$ cat src/rtl/nums_pkg.sv
// Shared constants, types and the 55x5 digit-strip bitmap for the numeric overlay.
// Strip bit index = row*55 + glyph*5 + col; glyph 10 is blank.
package nums_pkg;

    localparam int GLYPH_W    = 5;
    localparam int GLYPH_H    = 5;
    localparam int STRIP_W    = 55;
    localparam int NUM_GLYPHS = 11;
    localparam logic [3:0] GLYPH_BLANK = 4'd10;

    typedef logic [3:0] bcd_t;

    typedef enum logic [1:0] {
        IDLE,
        SHIFT,
        COMMIT
    } state_t;

    // Rows top to bottom, leftmost pixel in the MSB of each 5-bit row.
    function automatic logic [24:0] glyph_bits(input logic [3:0] g);
        logic [24:0] b;
        case (g)
            4'd0:    b = 25'b01110_10001_10001_10001_01110;
            4'd1:    b = 25'b00100_01100_00100_00100_01110;
            4'd2:    b = 25'b11110_00001_01110_10000_11111;
            4'd3:    b = 25'b11110_00001_01110_00001_11110;
            4'd4:    b = 25'b10010_10010_11111_00010_00010;
            4'd5:    b = 25'b11111_10000_11110_00001_11110;
            4'd6:    b = 25'b01110_10000_11110_10001_01110;
            4'd7:    b = 25'b11111_00001_00010_00100_00100;
            4'd8:    b = 25'b01110_10001_01110_10001_01110;
            4'd9:    b = 25'b01110_10001_01111_00001_01110;
            default: b = 25'b0;
        endcase
        return b;
    endfunction

    function automatic logic [511:0] build_strip();
        logic [511:0] s;
        logic [24:0]  gb;
        s = '0;
        for (int g = 0; g < NUM_GLYPHS; g++) begin
            gb = glyph_bits(4'(g));
            for (int r = 0; r < GLYPH_H; r++) begin
                for (int c = 0; c < GLYPH_W; c++) begin
                    s[9'(r * STRIP_W + g * GLYPH_W + c)] = gb[5'(24 - (r * GLYPH_W + c))];
                end
            end
        end
        return s;
    endfunction

    localparam logic [511:0] STRIP_BITS = build_strip();

endpackage

$ cat src/rtl/nums_bin2bcd.sv
// Sequential double-dabble: VALUE_W shift cycles plus one commit cycle, saturating at all-9s.
// Leading-zero blanking at commit when NUMS_LEADING_ZERO_BLANK_EN is defined.
module nums_bin2bcd
    import nums_pkg::*;
#(
    parameter int NUM_DIGITS = 4,
    parameter int VALUE_W    = 14
) (
    input  logic                        vga_clk,
    input  logic                        reset_n,
    input  logic                        start,
    input  logic [VALUE_W-1:0]          bin,
    output logic                        busy,
    output logic                        done,
    output bcd_t [NUM_DIGITS-1:0]       digits
);

    // Scratch is wide enough for any VALUE_W input so overflow is visible as upper nibbles.
    localparam int FULL_N = (VALUE_W + 2) / 3;
    localparam int BCD_N  = (FULL_N > NUM_DIGITS) ? FULL_N : NUM_DIGITS;
    localparam int CNT_W  = $clog2(VALUE_W + 1);

`ifdef NUMS_LEADING_ZERO_BLANK_EN
    localparam bcd_t [NUM_DIGITS-1:0] DIGITS_RST = {{(NUM_DIGITS-1){GLYPH_BLANK}}, 4'd0};
`else
    localparam bcd_t [NUM_DIGITS-1:0] DIGITS_RST = '0;
`endif

    state_t                state_q, state_d;
    logic [VALUE_W-1:0]    bin_q, bin_d;
    logic [BCD_N*4-1:0]    bcd_q, bcd_d, bcd_adj;
    logic [CNT_W-1:0]      cnt_q, cnt_d;
    bcd_t [NUM_DIGITS-1:0] digits_q, digits_d, commit_digits;
    logic                  ovf, leading;

    always_comb begin
        for (int i = 0; i < BCD_N; i++) begin
            bcd_adj[i*4 +: 4] = (bcd_q[i*4 +: 4] >= 4'd5) ? bcd_q[i*4 +: 4] + 4'd3 : bcd_q[i*4 +: 4];
        end
    end

    always_comb begin
        ovf = 1'b0;
        for (int i = NUM_DIGITS; i < BCD_N; i++) begin
            ovf = ovf | (bcd_q[i*4 +: 4] != 4'd0);
        end
        for (int i = 0; i < NUM_DIGITS; i++) begin
            commit_digits[i] = ovf ? 4'd9 : bcd_q[i*4 +: 4];
        end
        leading = 1'b1;
`ifdef NUMS_LEADING_ZERO_BLANK_EN
        for (int i = NUM_DIGITS - 1; i > 0; i--) begin
            if (leading && commit_digits[i] == 4'd0) begin
                commit_digits[i] = GLYPH_BLANK;
            end else begin
                leading = 1'b0;
            end
        end
`endif
    end

    always_comb begin
        state_d  = state_q;
        bin_d    = bin_q;
        bcd_d    = bcd_q;
        cnt_d    = cnt_q;
        digits_d = digits_q;
        case (state_q)
            IDLE: begin
                if (start) begin
                    bin_d   = bin;
                    bcd_d   = '0;
                    cnt_d   = '0;
                    state_d = SHIFT;
                end
            end
            SHIFT: begin
                {bcd_d, bin_d} = {bcd_adj, bin_q} << 1;
                cnt_d          = cnt_q + CNT_W'(1);
                if (cnt_q == CNT_W'(VALUE_W - 1)) begin
                    state_d = COMMIT;
                end
            end
            COMMIT: begin
                digits_d = commit_digits;
                state_d  = IDLE;
            end
            default: state_d = IDLE;
        endcase
    end

    always_ff @(posedge vga_clk or negedge reset_n) begin
        if (!reset_n) begin
            state_q  <= IDLE;
            bin_q    <= '0;
            bcd_q    <= '0;
            cnt_q    <= '0;
            digits_q <= DIGITS_RST;
        end else begin
            state_q  <= state_d;
            bin_q    <= bin_d;
            bcd_q    <= bcd_d;
            cnt_q    <= cnt_d;
            digits_q <= digits_d;
        end
    end

    assign busy   = (state_q == SHIFT);
    assign done   = (state_q == COMMIT);
    assign digits = digits_q;

endmodule

$ cat src/rtl/nums_rom.sv
// 1-bit digit-strip ROM, read on the falling edge so data is ready at the next rising edge.
module nums_rom
    import nums_pkg::*;
(
    input  logic       vga_clk,
    input  logic [8:0] addr,
    output logic       q
);

    always_ff @(negedge vga_clk) begin
        q <= STRIP_BITS[addr];
    end

endmodule

$ cat src/rtl/nums_display.sv
// Decimal overlay: value latched on LATCH_LINE, converted to BCD, drawn as scaled glyphs.
// Pixel path latency 2 vga_clk; optional leading-zero blanking via NUMS_LEADING_ZERO_BLANK_EN.
module nums_display
    import nums_pkg::*;
#(
    parameter int NUM_DIGITS = 4,
    parameter int VALUE_W    = 14,
    parameter int SCALE_LOG2 = 2,
    parameter int LATCH_LINE = 480
) (
    input  logic               vga_clk,
    input  logic               reset_n,
    input  logic [9:0]         DrawX,
    input  logic [9:0]         DrawY,
    input  logic               blank,
    input  logic [VALUE_W-1:0] value,
    input  logic [9:0]         pos_x,
    input  logic [9:0]         pos_y,
    input  logic [11:0]        fg_rgb,
    output logic               pixel_on,
    output logic [3:0]         red,
    output logic [3:0]         green,
    output logic [3:0]         blue,
    output logic               busy
);

    localparam int BOX_W = (NUM_DIGITS * GLYPH_W) << SCALE_LOG2;
    localparam int BOX_H = GLYPH_H << SCALE_LOG2;

    bcd_t [NUM_DIGITS-1:0] digits;
    logic                  conv_busy, conv_done, conv_start;

    // Only offer a trigger while the converter is idle.
    assign conv_start = (DrawY == 10'(LATCH_LINE)) && (DrawX == 10'd0) && !conv_busy && !conv_done;

    nums_bin2bcd #(
        .NUM_DIGITS(NUM_DIGITS),
        .VALUE_W   (VALUE_W)
    ) u_bin2bcd (
        .vga_clk(vga_clk),
        .reset_n(reset_n),
        .start  (conv_start),
        .bin    (value),
        .busy   (conv_busy),
        .done   (conv_done),
        .digits (digits)
    );

    assign busy = conv_busy;

    logic [9:0]  lx, ly, gx, gy, slot, col;
    logic        in_box_d;
    bcd_t        glyph;
    logic [8:0]  rom_addr_d;

    always_comb begin
        lx       = DrawX - pos_x;
        ly       = DrawY - pos_y;
        in_box_d = (DrawX >= pos_x) && (DrawY >= pos_y) &&
                   (lx < 10'(BOX_W)) && (ly < 10'(BOX_H));
        gx       = lx >> SCALE_LOG2;
        gy       = ly >> SCALE_LOG2;
        slot     = gx / 10'(GLYPH_W);
        col      = gx - slot * 10'(GLYPH_W);
        glyph    = GLYPH_BLANK;
        for (int s = 0; s < NUM_DIGITS; s++) begin
            if (slot == 10'(s)) begin
                glyph = digits[NUM_DIGITS-1-s];
            end
        end
        rom_addr_d = 9'(gy * 10'(STRIP_W) + {6'd0, glyph} * 10'(GLYPH_W) + col);
    end

    logic [8:0]  rom_addr_q;
    logic        in_box_q, blank_q, rom_q;
    logic        pixel_on_d, pixel_on_q;
    logic [11:0] rgb_d, rgb_q;

    always_ff @(posedge vga_clk or negedge reset_n) begin
        if (!reset_n) begin
            rom_addr_q <= '0;
            in_box_q   <= 1'b0;
            blank_q    <= 1'b0;
        end else begin
            rom_addr_q <= rom_addr_d;
            in_box_q   <= in_box_d;
            blank_q    <= blank;
        end
    end

    nums_rom u_rom (
        .vga_clk(vga_clk),
        .addr   (rom_addr_q),
        .q      (rom_q)
    );

    assign pixel_on_d = in_box_q & blank_q & rom_q;
    assign rgb_d      = pixel_on_d ? fg_rgb : 12'h000;

    always_ff @(posedge vga_clk or negedge reset_n) begin
        if (!reset_n) begin
            pixel_on_q <= 1'b0;
            rgb_q      <= '0;
        end else begin
            pixel_on_q <= pixel_on_d;
            rgb_q      <= rgb_d;
        end
    end

    assign pixel_on           = pixel_on_q;
    assign {red, green, blue} = rgb_q;

endmodule

$ cat config.mk
export PLATFORM = sky130hd
export DESIGN_NAME = nums_display
export DESIGN_NICKNAME = d
export VERILOG_FILES = /design/src/rtl/nums_pkg.sv /design/src/rtl/nums_bin2bcd.sv /design/src/rtl/nums_rom.sv /design/src/rtl/nums_display.sv
export SDC_FILE = /design/constraint.sdc
export NUM_CORES = 1
export LEC_CHECK = 0
export BUFFER_PORTS_ARGS = -buffer_cell sky130_fd_sc_hd__buf_2
export CORE_ASPECT_RATIO = 0.6
export CORE_MARGIN = 2
export CORE_UTILIZATION = 35
export DETAILED_ROUTE_END_ITERATION = 6
export PLACE_DENSITY = 0.63
export SKIP_CTS_REPAIR_TIMING = 1
export SYNTH_ARGS = -nofsm -noshare
export SYNTH_HDL_FRONTEND = slang
export SYNTH_SLANG_ARGS = --single-unit
$ cat constraint.sdc
create_clock -name vga_clk -period 5.9 [get_ports vga_clk]
set_clock_uncertainty 0.1 [all_clocks]
set_input_delay 0.295 -clock vga_clk [delete_from_list [all_inputs] [get_ports vga_clk]]
set_output_delay 0.295 -clock vga_clk [all_outputs]
set_load 0.02 [all_outputs]
==> impl_metrics.csv, run 1 <==
group,metric,value,unit
drt,ant_nets,0,
die,die-area,24000,um2
logic_synthesis,synthTopCellsByArea,"dfrtp_1 25%, ha_1 13%, fa_1 9.1%, inv_1 5.9%, a21oi_1 3.0%",
die,fp-row-count,42,
clock_tree,clock_latency,0.38,ns
sta,drv_slew,0,
logic_synthesis,synthArstFlopShare,98.8,%
worst_setup_path,cp.arrival,9.53,ns
clock_tree,cts_max_path_buffers,2,
sta,hold_ws,-0.0126,ns
final_layout,final_cells,1483,
logic_synthesis,synth_nets,1069,
placement,place_area,10500,um2
die,chipWidth,198,um
worst_setup_path,ff2ff_setup_slack,0.67,ns
sta,tns,-22.62,ns
clock_tree,cts_buffers,9,
global_route,grt_pass1_wl,37300,um
drt,viasPerCell,5.09,
global_route,grt_max_degree,81,
logic_synthesis,postSynthAreaPerCell,9.02,um2
drt,drc,0,
worst_setup_path,cpPeakStageDelay,0.53,ns
logic_synthesis,ys_types,88,
final_layout,final_nets,1358,
outcome,status,"complete, but fails checks",
clock_tree,numClockSinks,81,
sta,slew_headroom,25.0,%
run,cap_violations,0,
worst_setup_path,reg2reg_to,"u_rom.q",
sta,grt_setup_unrepaired,"yes",
clock_tree,cts-htree-levels,3,
placement,port_buffers,82,
logic_synthesis,synth_area,7940,um2
logic_synthesis,synth_cells,881,
logic_synthesis,yosysMostFrequentCell,"inv_1",
global_route,gr-total-overflow,0,
worst_setup_path,path_buf_inv,7,
drt,routed_wl,23200,um
min_path,hold_path.class,"in2async",
global_route,antenna_found_initial,0,
drt,route.vias.total,7545,
worst_setup_path,start_kind,"input port",
drt,dr.pass1.iters,6,
worst_setup_path,required,6.05,ns
drt,wl_per_cell,15.6,um
worst_setup_path,critPathMaxFanout,6,
worst_setup_path,reg2reg_from,"rom_addr_q[1]",
logic_synthesis,synth_top_area_share,25.2,%
clock_tree,cts_root_buf,"clkbuf_16",
logic_synthesis,ys_ff_latch,81,
worst_setup_path,path_class,"in2reg",
die,start_util,35.8,%
logic_synthesis,synth_ff_type,"dfrtp_1",
logic_synthesis,synth_largest_area_cell,"dfrtp_1",
die,dieHeight,121,um
die,core,22200,um2
sta,worst_pin_slew,1.11,ns
logic_synthesis,synth_edf_count,0,
drt,drtIter0Drc,618,
placement,place_ws,-3.82,ns
sta,post-route-period-util,159,%
worst_setup_path,cp_top_family,"adder cells",
final_layout,design_area,11300,um2
worst_setup_path,r2r_cells,6,
logic_synthesis,synthTopCellsByCount,"124 x inv_1, 83 x ha_1, 80 x dfrtp_1",
clock_tree,cts_tree,"yes",
placement,gp_congestion,0.952,
sta,finalHoldViolCount,6,
outcome,violations,"hold timing, setup timing",
logic_synthesis,synth_warnings,0,
sta,setup_viol,9,
final_layout,drive_gt1_share,37.8,%
die,design.portCount,83,
sta,min_period,9.38,ns
sta,max_clock_freq,107,MHz
worst_setup_path,crit_path_top_delay_cell,"fa_1",
final_layout,area_growth,41.9,%
global_route,grt_pass1_vias,7160,
logic_synthesis,yosysSeqAreaShare,25.5,%
final_layout,diodes,0,
sta,fin_ws,-3.48,ns
global_route,grtUsageTotal,19.6,%
worst_setup_path,crit_path_end_kind,"flop",
clock_tree,clk_pin_slew_worst_paths,0.06,ns
placement,dp_hpwl,18500,um
placement,placed_cells,1444,
[sequential cells by signal, summed over array words and instances (netlist names)]
register,flops
u_bin2bcd.state_q,2
blank_q,1
pixel_on,1
u_bin2bcd.bin_q,14
rom_addr_q,9
u_rom.q,1
u_bin2bcd.cnt_q,4
in_box_q,1
u_bin2bcd.bcd_q,20
u_bin2bcd.digits,16
rgb_q,12
[worst max-delay path by stage]
stage / from / endpoint / slack, ns / cells past startpoint
3_5_place_dp: pos_x[1] / rom_addr_q[8] / -3.82 / 45
4_1_cts: pos_x[1] / rom_addr_q[8] / -3.51 / 45
3_3_place_gp: pos_x[1] / rom_addr_q[8] / -3.59 / 46
6_report: pos_x[1] / rom_addr_q[8] / -3.48 / 44
2_1_floorplan: pos_x[1] / rom_addr_q[8] / -3.48 / 45
5_1_grt: pos_x[1] / rom_addr_q[8] / -3.78 / 44
[logic make-up (layout without fill, tap and decap cells)]
family,count (synthesis),in the layout,synth area share [%]
adders and majority gates,120,120,22.3
xor gates and xnor gates,37,37,4.17
AOI/OAI and AO/OA,222,222,20.9
muxes,29,29,4.35
DFF,81,81,25.5
buffers and inverters,154,448,7.42
and+or+nand+nor,238,238,15.4
[layer usage]
| metal | GRT usage (%) | vias up | wire length, um |
|---|---|---|---|
| met2 | 25.3 | 257 | 8860 |
| met5 | 0 | - | 0 |
| met4 | 2.24 | 0 | 104 |
| met3 | 4.97 | 10 | 1850 |
| met1 | 32.3 | 3600 | 12400 |
| li1 | - | 3678 | - |
[worst reg2reg max path, stage by stage, from the launching register on]
cell and delay, ns:
dfrtp_1 0.47, inv_1 0.12, ha_1 0.27, mux4_2 0.46
mux4_2 0.50, o21ai_0 0.18, a211oi_1 0.10
[layout make-up]
| class | count | area (um2) |
|---|---|---|
| fillers | 2019 | 10900 |
| clock buffers | 10 | 229 |
| clock inverters | 7 | 46.3 |
| repair buffers | 302 | 2130 |
| well taps | 308 | 385 |
| inverters | 129 | 507 |
| flip-flops and latches | 81 | 2020 |
| multi-input cells | 646 | 5950 |
[cells in the final DEF, fill, tap and decap left out, drive strengths merged, types with 7 or more instances in the layout]
| master | n |
|---|---|
| a211oi | 10 |
| a21oi | 47 |
| a32o | 7 |
| and2 | 18 |
| buf | 301 |
| clkbuf | 10 |
| dfrtp | 80 |
| fa | 36 |
| ha | 83 |
| inv | 131 |
| mux2i | 21 |
| nand2 | 62 |
| nand2b | 13 |
| nand3 | 13 |
| nand4 | 8 |
| nor2 | 58 |
| nor2b | 9 |
| nor3 | 22 |
| nor4 | 11 |
| o211ai | 9 |
| o21ai | 49 |
| o22ai | 16 |
| o31ai | 14 |
| or3 | 8 |
| xnor2 | 27 |
| xor2 | 10 |
[through the flow]
step,utilization (%),hold slack [ns]
after floorplan,-,-0.101
after global placement,47.3,0.307
after detailed placement,47.3,0.313
after CTS,48.5,-0.0374
after global routing,50.8,0.0660
final,50.8,-0.0126
Power of run 1 is not shown: default switching activity piles up to over one toggle a cycle in this logic, so the estimate is an artifact.
==> run 2, diff against run 1 <==
Settings changed: BUFFER_PORTS_ARGS -buffer_cell sky130_fd_sc_hd__buf_2 to -buffer_cell sky130_fd_sc_hd__clkbuf_2, CORE_UTILIZATION 35 to 26, HOLD_SLACK_MARGIN set to 0.12, PLACE_DENSITY 0.63 to 0.53.
==> run 2 against run 1 <==
Net effect:
- the run ends with setup timing left
- hold slack gained 0.12 ns
- register-to-register slack is essentially flat
- die area grew 34%
- design area grew 4.2%
- largest cell class unchanged
==> impl_metrics.csv, run 2 (same netlist as run 1, synthesis figures left out) <==
group,metric,value,unit
die,core,30000,um2
clock_tree,numClockSinks,81,
worst_setup_path,start_kind,"input port",
clock_tree,cts_max_path_buffers,2,
drt,met2_length,8980,um
placement,dp_hpwl,17900,um
drt,route.vias.total,7413,
sta,setup_viol,9,
worst_setup_path,cpPeakStageDelay,0.53,ns
die,chipWidth,230,um
global_route,antenna_found_initial,0,
placement,port_buffers,82,
placement,placed_cells,1541,
global_route,gr-total-overflow,0,
placement,gp_congestion,0.850,
sta,hold_ws,0.111,ns
drt,wl_met3,1130,um
final_layout,regMostFlops,"u_bin2bcd.bcd_q",
drt,ant_nets,0,
drt,drtIter0Drc,597,
run,cap_violations,0,
clock_tree,cts-htree-levels,3,
drt,met1_length,12500,um
sta,finalHoldViolCount,0,
drt,viasPerCell,4.65,
global_route,grt_max_degree,60,
drt,routed_wl,22800,um
worst_setup_path,crit_path_top_delay_cell,"fa_1",
sta,tns,-21.10,ns
sta,slew_headroom,47.8,%
die,die-area,32000,um2
sta,grt_setup_unrepaired,"yes",
drt,drc,0,
global_route,grtUsageTotal,14.3,%
die,dieHeight,139,um
clock_tree,cts_buffers,9,
clock_tree,cts_tree,"yes",
worst_setup_path,required,6.05,ns
final_layout,diodes,0,
final_layout,drive_gt1_share,38.3,%
clock_tree,cts_root_buf,"clkbuf_16",
sta,worst_pin_slew,0.781,ns
final_layout,final_cell_mix,"207 x buf_4, 111 x inv_1, 80 x dfrtp_1",
final_layout,area_growth,47.8,%
placement,place_area,10600,um2
final_layout,final_nets,1368,
sta,fin_ws,-3.24,ns
drt,dr.pass1.iters,7,
worst_setup_path,crit_path_end_kind,"flop",
sta,max_clock_freq,109,MHz
die,start_util,26.5,%
sta,post-route-period-util,155,%
global_route,grt_pass1_vias,7196,
global_route,grt_pass1_wl,37500,um
outcome,status,"complete, but fails checks",
final_layout,largest_register_ffs,20,
final_layout,final_cells,1593,
drt,wl_per_cell,14.3,um
clock_tree,clk_pin_slew_worst_paths,0.06,ns
sta,min_period,9.14,ns
outcome,violations,"setup timing",
worst_setup_path,critPathMaxFanout,5,
worst_setup_path,cp.arrival,9.29,ns
clock_tree,clock_latency,0.39,ns
min_path,hold_path.class,"in2reg",
drt,top_layer_used,"met4",
worst_setup_path,path_class,"in2reg",
final_layout,design_area,11700,um2
final_layout,final_common_cell,"buf_4",
sta,drv_slew,0,
die,fp-row-count,49,
die,design.portCount,83,
run 2: cell count changes in the layout (fill, tap and decap cells not counted), sizes merged:
| cell | delta |
|---|---|
| buf | -76 |
| clkbuf | +73 |
| dlygate4sd3 | +13 |
| bufinv | +2 |
| clkinvlp | -1 |
| inv | -1 |
run 2: critical path, delay by kind of cell:
family                     cells  cell delay [ns]
adders and majority gates     10             3.38
AOI/OAI and AO/OA             11             2.34
and+or+nand+nor               12             2.06
muxes                          2             0.43
buffers and inverters          8             0.39
xor gates and xnor gates       3             0.37
run 2: path summary, 6_finish.rpt:
| path | from | slack (ns) | endpoint | cells after the start |
|---|---|---|---|---|
| max in group asynchronous | reset_n | 4.33 | rom_addr_q[4] | 3 |
| worst min-delay path | value[0] | 0.11 | u_bin2bcd.bin_q[0] | 3 |
| min in group asynchronous | reset_n | 0.31 | u_bin2bcd.digits[11] | 2 |
| worst max-delay path | pos_x[1] | -3.24 | rom_addr_q[8] | 46 |
| worst min register to register | u_bin2bcd.bin_q[8] | 0.39 | u_bin2bcd.bin_q[9] | 2 |
| worst max register to register | rom_addr_q[1] | 0.66 | u_rom.q | 6 |
run 2: final cells by class:
type                       count  area, um2
fill                        2967      18200
multi-input combinational    646       6060
timing repair buffer         312       2300
sequential                    81       2020
tap                          408        510
inverter                     129        509
clock buffer                  10        239
clock inverter                 7       93.8
run 2: stage by stage:
stage               worst slack [ns]  utilization, %
floorplan                      -3.48               -
CTS                            -3.49            36.4
global placement               -3.67            35.3
global route                   -3.60            39.2
detailed placement             -3.77            35.3
finish                         -3.24            39.2
run 2: layer usage:
| layer | vias up | GRT usage, % |
|---|---|---|
| li1 | 3700 | - |
| met1 | 3509 | 23.9 |
| met2 | 185 | 18.8 |
| met3 | 19 | 2.62 |
| met4 | 0 | 1.67 |
| met5 | - | 0 |
Power of run 2 is left out for the same reason.
==> run 3, diff against run 2 <==
Settings changed: SYNTH_HIERARCHICAL set to 1.
==> run 3 against run 2 <==
Net effect:
- the run still ends with setup timing left
- wire length rose by 10%
- global-route usage rose by 0.40 points
- die area rose by 4.8%
- first-iteration DRC count rose by 0.17%
- via count rose by 5.9%
- maximum frequency fell by 0.80%
- synthesized area rose by 5.0%
- worst setup slack got worse by 0.073 ns
- critical path depth fell by 1
- highest routed layer unchanged
==> impl_metrics.csv, run 3 <==
group,metric,value,unit
clock_tree,cts_max_path_buffers,2,
global_route,grt_use_met3,3.31,%
placement,gp_congestion,0.894,
final_layout,final_nets,1424,
run,cap_violations,0,
logic_synthesis,synth_mux_area_share,2.57,%
logic_synthesis,synth_top_area_share,24.0,%
sta,drv_slew,0,
logic_synthesis,synthArstFlopShare,98.8,%
logic_synthesis,yosys.area_share.simple,16.4,%
worst_setup_path,cp.arrival,9.37,ns
global_route,met1_usage,23.4,%
sta,tns,-21.46,ns
logic_synthesis,ys_ff_latch,81,
clock_tree,cts_buffers,9,
logic_synthesis,synth_cells,936,
sta,grt_setup_unrepaired,"yes",
logic_synthesis,yosysSeqAreaShare,24.2,%
worst_setup_path,cpPeakStageDelay,0.56,ns
logic_synthesis,yosysMostFrequentCell,"inv_1",
final_layout,regMostFlops,"u_bin2bcd/bcd_q",
sta,setup_viol,9,
logic_synthesis,ys_types,94,
placement,place_ws,-3.83,ns
global_route,grtUsageTotal,14.7,%
final_layout,fillers,3170,
clock_tree,clk_pin_slew_worst_paths,0.06,ns
sta,slew_headroom,38.3,%
final_layout,final_cell_mix,"225 x buf_4, 124 x inv_1, 80 x dfrtp_1",
logic_synthesis,synth_compound_area_share,22.3,%
sta,max_clock_freq,109,MHz
final_layout,diodes,0,
final_layout,final_common_cell,"buf_4",
clock_tree,cts-htree-levels,3,
placement,dp_hpwl,20200,um
logic_synthesis,synth_area,8340,um2
global_route,grt_pass1_wl,39600,um
worst_setup_path,path_class,"in2reg",
sta,post-route-period-util,156,%
sta,min_period,9.21,ns
min_path,hold_path.class,"in2async",
logic_synthesis,synth_top_family_by_area,"compound AO/OA/AOI/OAI gates",
sta,hold_ws,0.240,ns
sta,fin_ws,-3.31,ns
outcome,status,"complete, but fails checks",
worst_setup_path,ff2ff_setup_slack,0.72,ns
clock_tree,clock_latency,0.40,ns
global_route,antenna_found_initial,0,
drt,routed_wl,25100,um
global_route,grt_max_degree,71,
logic_synthesis,synth_warnings,6,
die,start_util,26.6,%
die,design.portCount,83,
drt,drtIter0Drc,598,
worst_setup_path,crit_path_end_kind,"flop",
worst_setup_path,required,6.07,ns
global_route,met2_usage,20.1,%
logic_synthesis,synthTopCellsByCount,"136 x inv_1, 83 x ha_1, 80 x dfrtp_1",
die,chipWidth,235,um
clock_tree,numClockSinks,81,
worst_setup_path,crit_path_top_delay_cell,"or4_4",
outcome,violations,"setup timing",
logic_synthesis,postSynthAreaPerCell,8.91,um2
die,dieHeight,143,um
global_route,gr-total-overflow,0,
logic_synthesis,synth_largest_area_cell,"dfrtp_1",
drt,wl_per_cell,15.2,um
logic_synthesis,synth_edf_count,0,
drt,route.vias.total,7849,
die,die-area,33600,um2
logic_synthesis,synthAdderAreaFrac,21.1,%
die,core,31300,um2
final_layout,area_growth,42.6,%
global_route,grt_pass1_vias,7474,
worst_setup_path,r2r_cells,6,
final_layout,largest_register_ffs,20,
worst_setup_path,critPathMaxFanout,6,
final_layout,drive_gt1_share,36.6,%
global_route,top_usage_layer,"met1",
drt,drc,0,
drt,viasPerCell,4.74,
worst_setup_path,start_kind,"input port",
logic_synthesis,synth_nets,1124,
final_layout,fin_util,37.9,%
logic_synthesis,synth_ff_type,"dfrtp_1",
clock_tree,cts_tree,"yes",
logic_synthesis,synth_xor_area_share,4.11,%
sta,finalHoldViolCount,0,
clock_tree,cts_root_buf,"clkbuf_16",
sta,worst_pin_slew,0.926,ns
placement,port_buffers,82,
die,fp-row-count,50,
drt,ant_nets,0,
drt,dr.pass1.iters,5,
logic_synthesis,synthTopCellsByArea,"dfrtp_1 24%, ha_1 12%, fa_1 8.6%, inv_1 6.1%, nand2_1 3.4%",
-- run 3: cell families (layout without fill, tap and decap cells) --
| group | count (synthesis) | after routing |
|---|---|---|
| AOI/OAI and AO/OA | 256 | 256 |
| and+or+nand+nor | 248 | 248 |
| buffers and inverters | 177 | 482 |
| adders and majority gates | 119 | 119 |
| DFF | 81 | 81 |
| xor gates and xnor gates | 37 | 37 |
| muxes | 18 | 18 |
-- run 3: final timing paths --
kind,to,from
max,rom_addr_q[8],DrawX[3]
min,rom_addr_q[6],reset_n
max reg2reg,u_rom/q,rom_addr_q[1]
max in group asynchronous,u_bin2bcd/bcd_q[3],reset_n
min reg2reg,u_bin2bcd/bin_q[12],u_bin2bcd/bin_q[12]
min in group vga_clk,u_bin2bcd/bin_q[0],value[0]
-- run 3: layout make-up --
| type | instances | area, um2 | share of cell area [%] |
|---|---|---|---|
| multi-input combinational | 678 | 6160 | 51.8 |
| timing repair buffer | 326 | 2330 | 19.6 |
| sequential | 81 | 2020 | 17.0 |
| inverter | 139 | 542 | 4.56 |
| tap | 416 | 520 | 4.38 |
| clock buffer | 15 | 310 | 2.61 |
| clock inverter | 2 | 8.76 | 0.0737 |
-- run 3: per-layer routing --
layer  vias to the layer above  wire length, um
met5                         -                0
li1                       3922                -
met4                         0               69
met3                         5             1440
met1                      3729            13500
met2                       193            10100
-- run 3: metrics by stage --
stage / area, um2 / instances
2_1_floorplan: 8690 / 936
3_3_place_gp: 10900 / 1606
3_5_place_dp: 10900 / 1606
4_1_cts: 11200 / 1622
5_1_grt: 11900 / 1657
6_report: 11900 / 1657
-- run 3: worst max-delay path: cells and delay by family --
kind	cells	cell delay, ns
XOR/XNOR	3	0.43
buffers and inverters	9	0.75
AO/OA/AOI/OAI	14	2.22
AND/OR/NAND/NOR	9	2.12
multiplexers	1	0.33
adder cells (fa/ha/maj)	9	3.19
Power of run 3 is left out for the same reason.
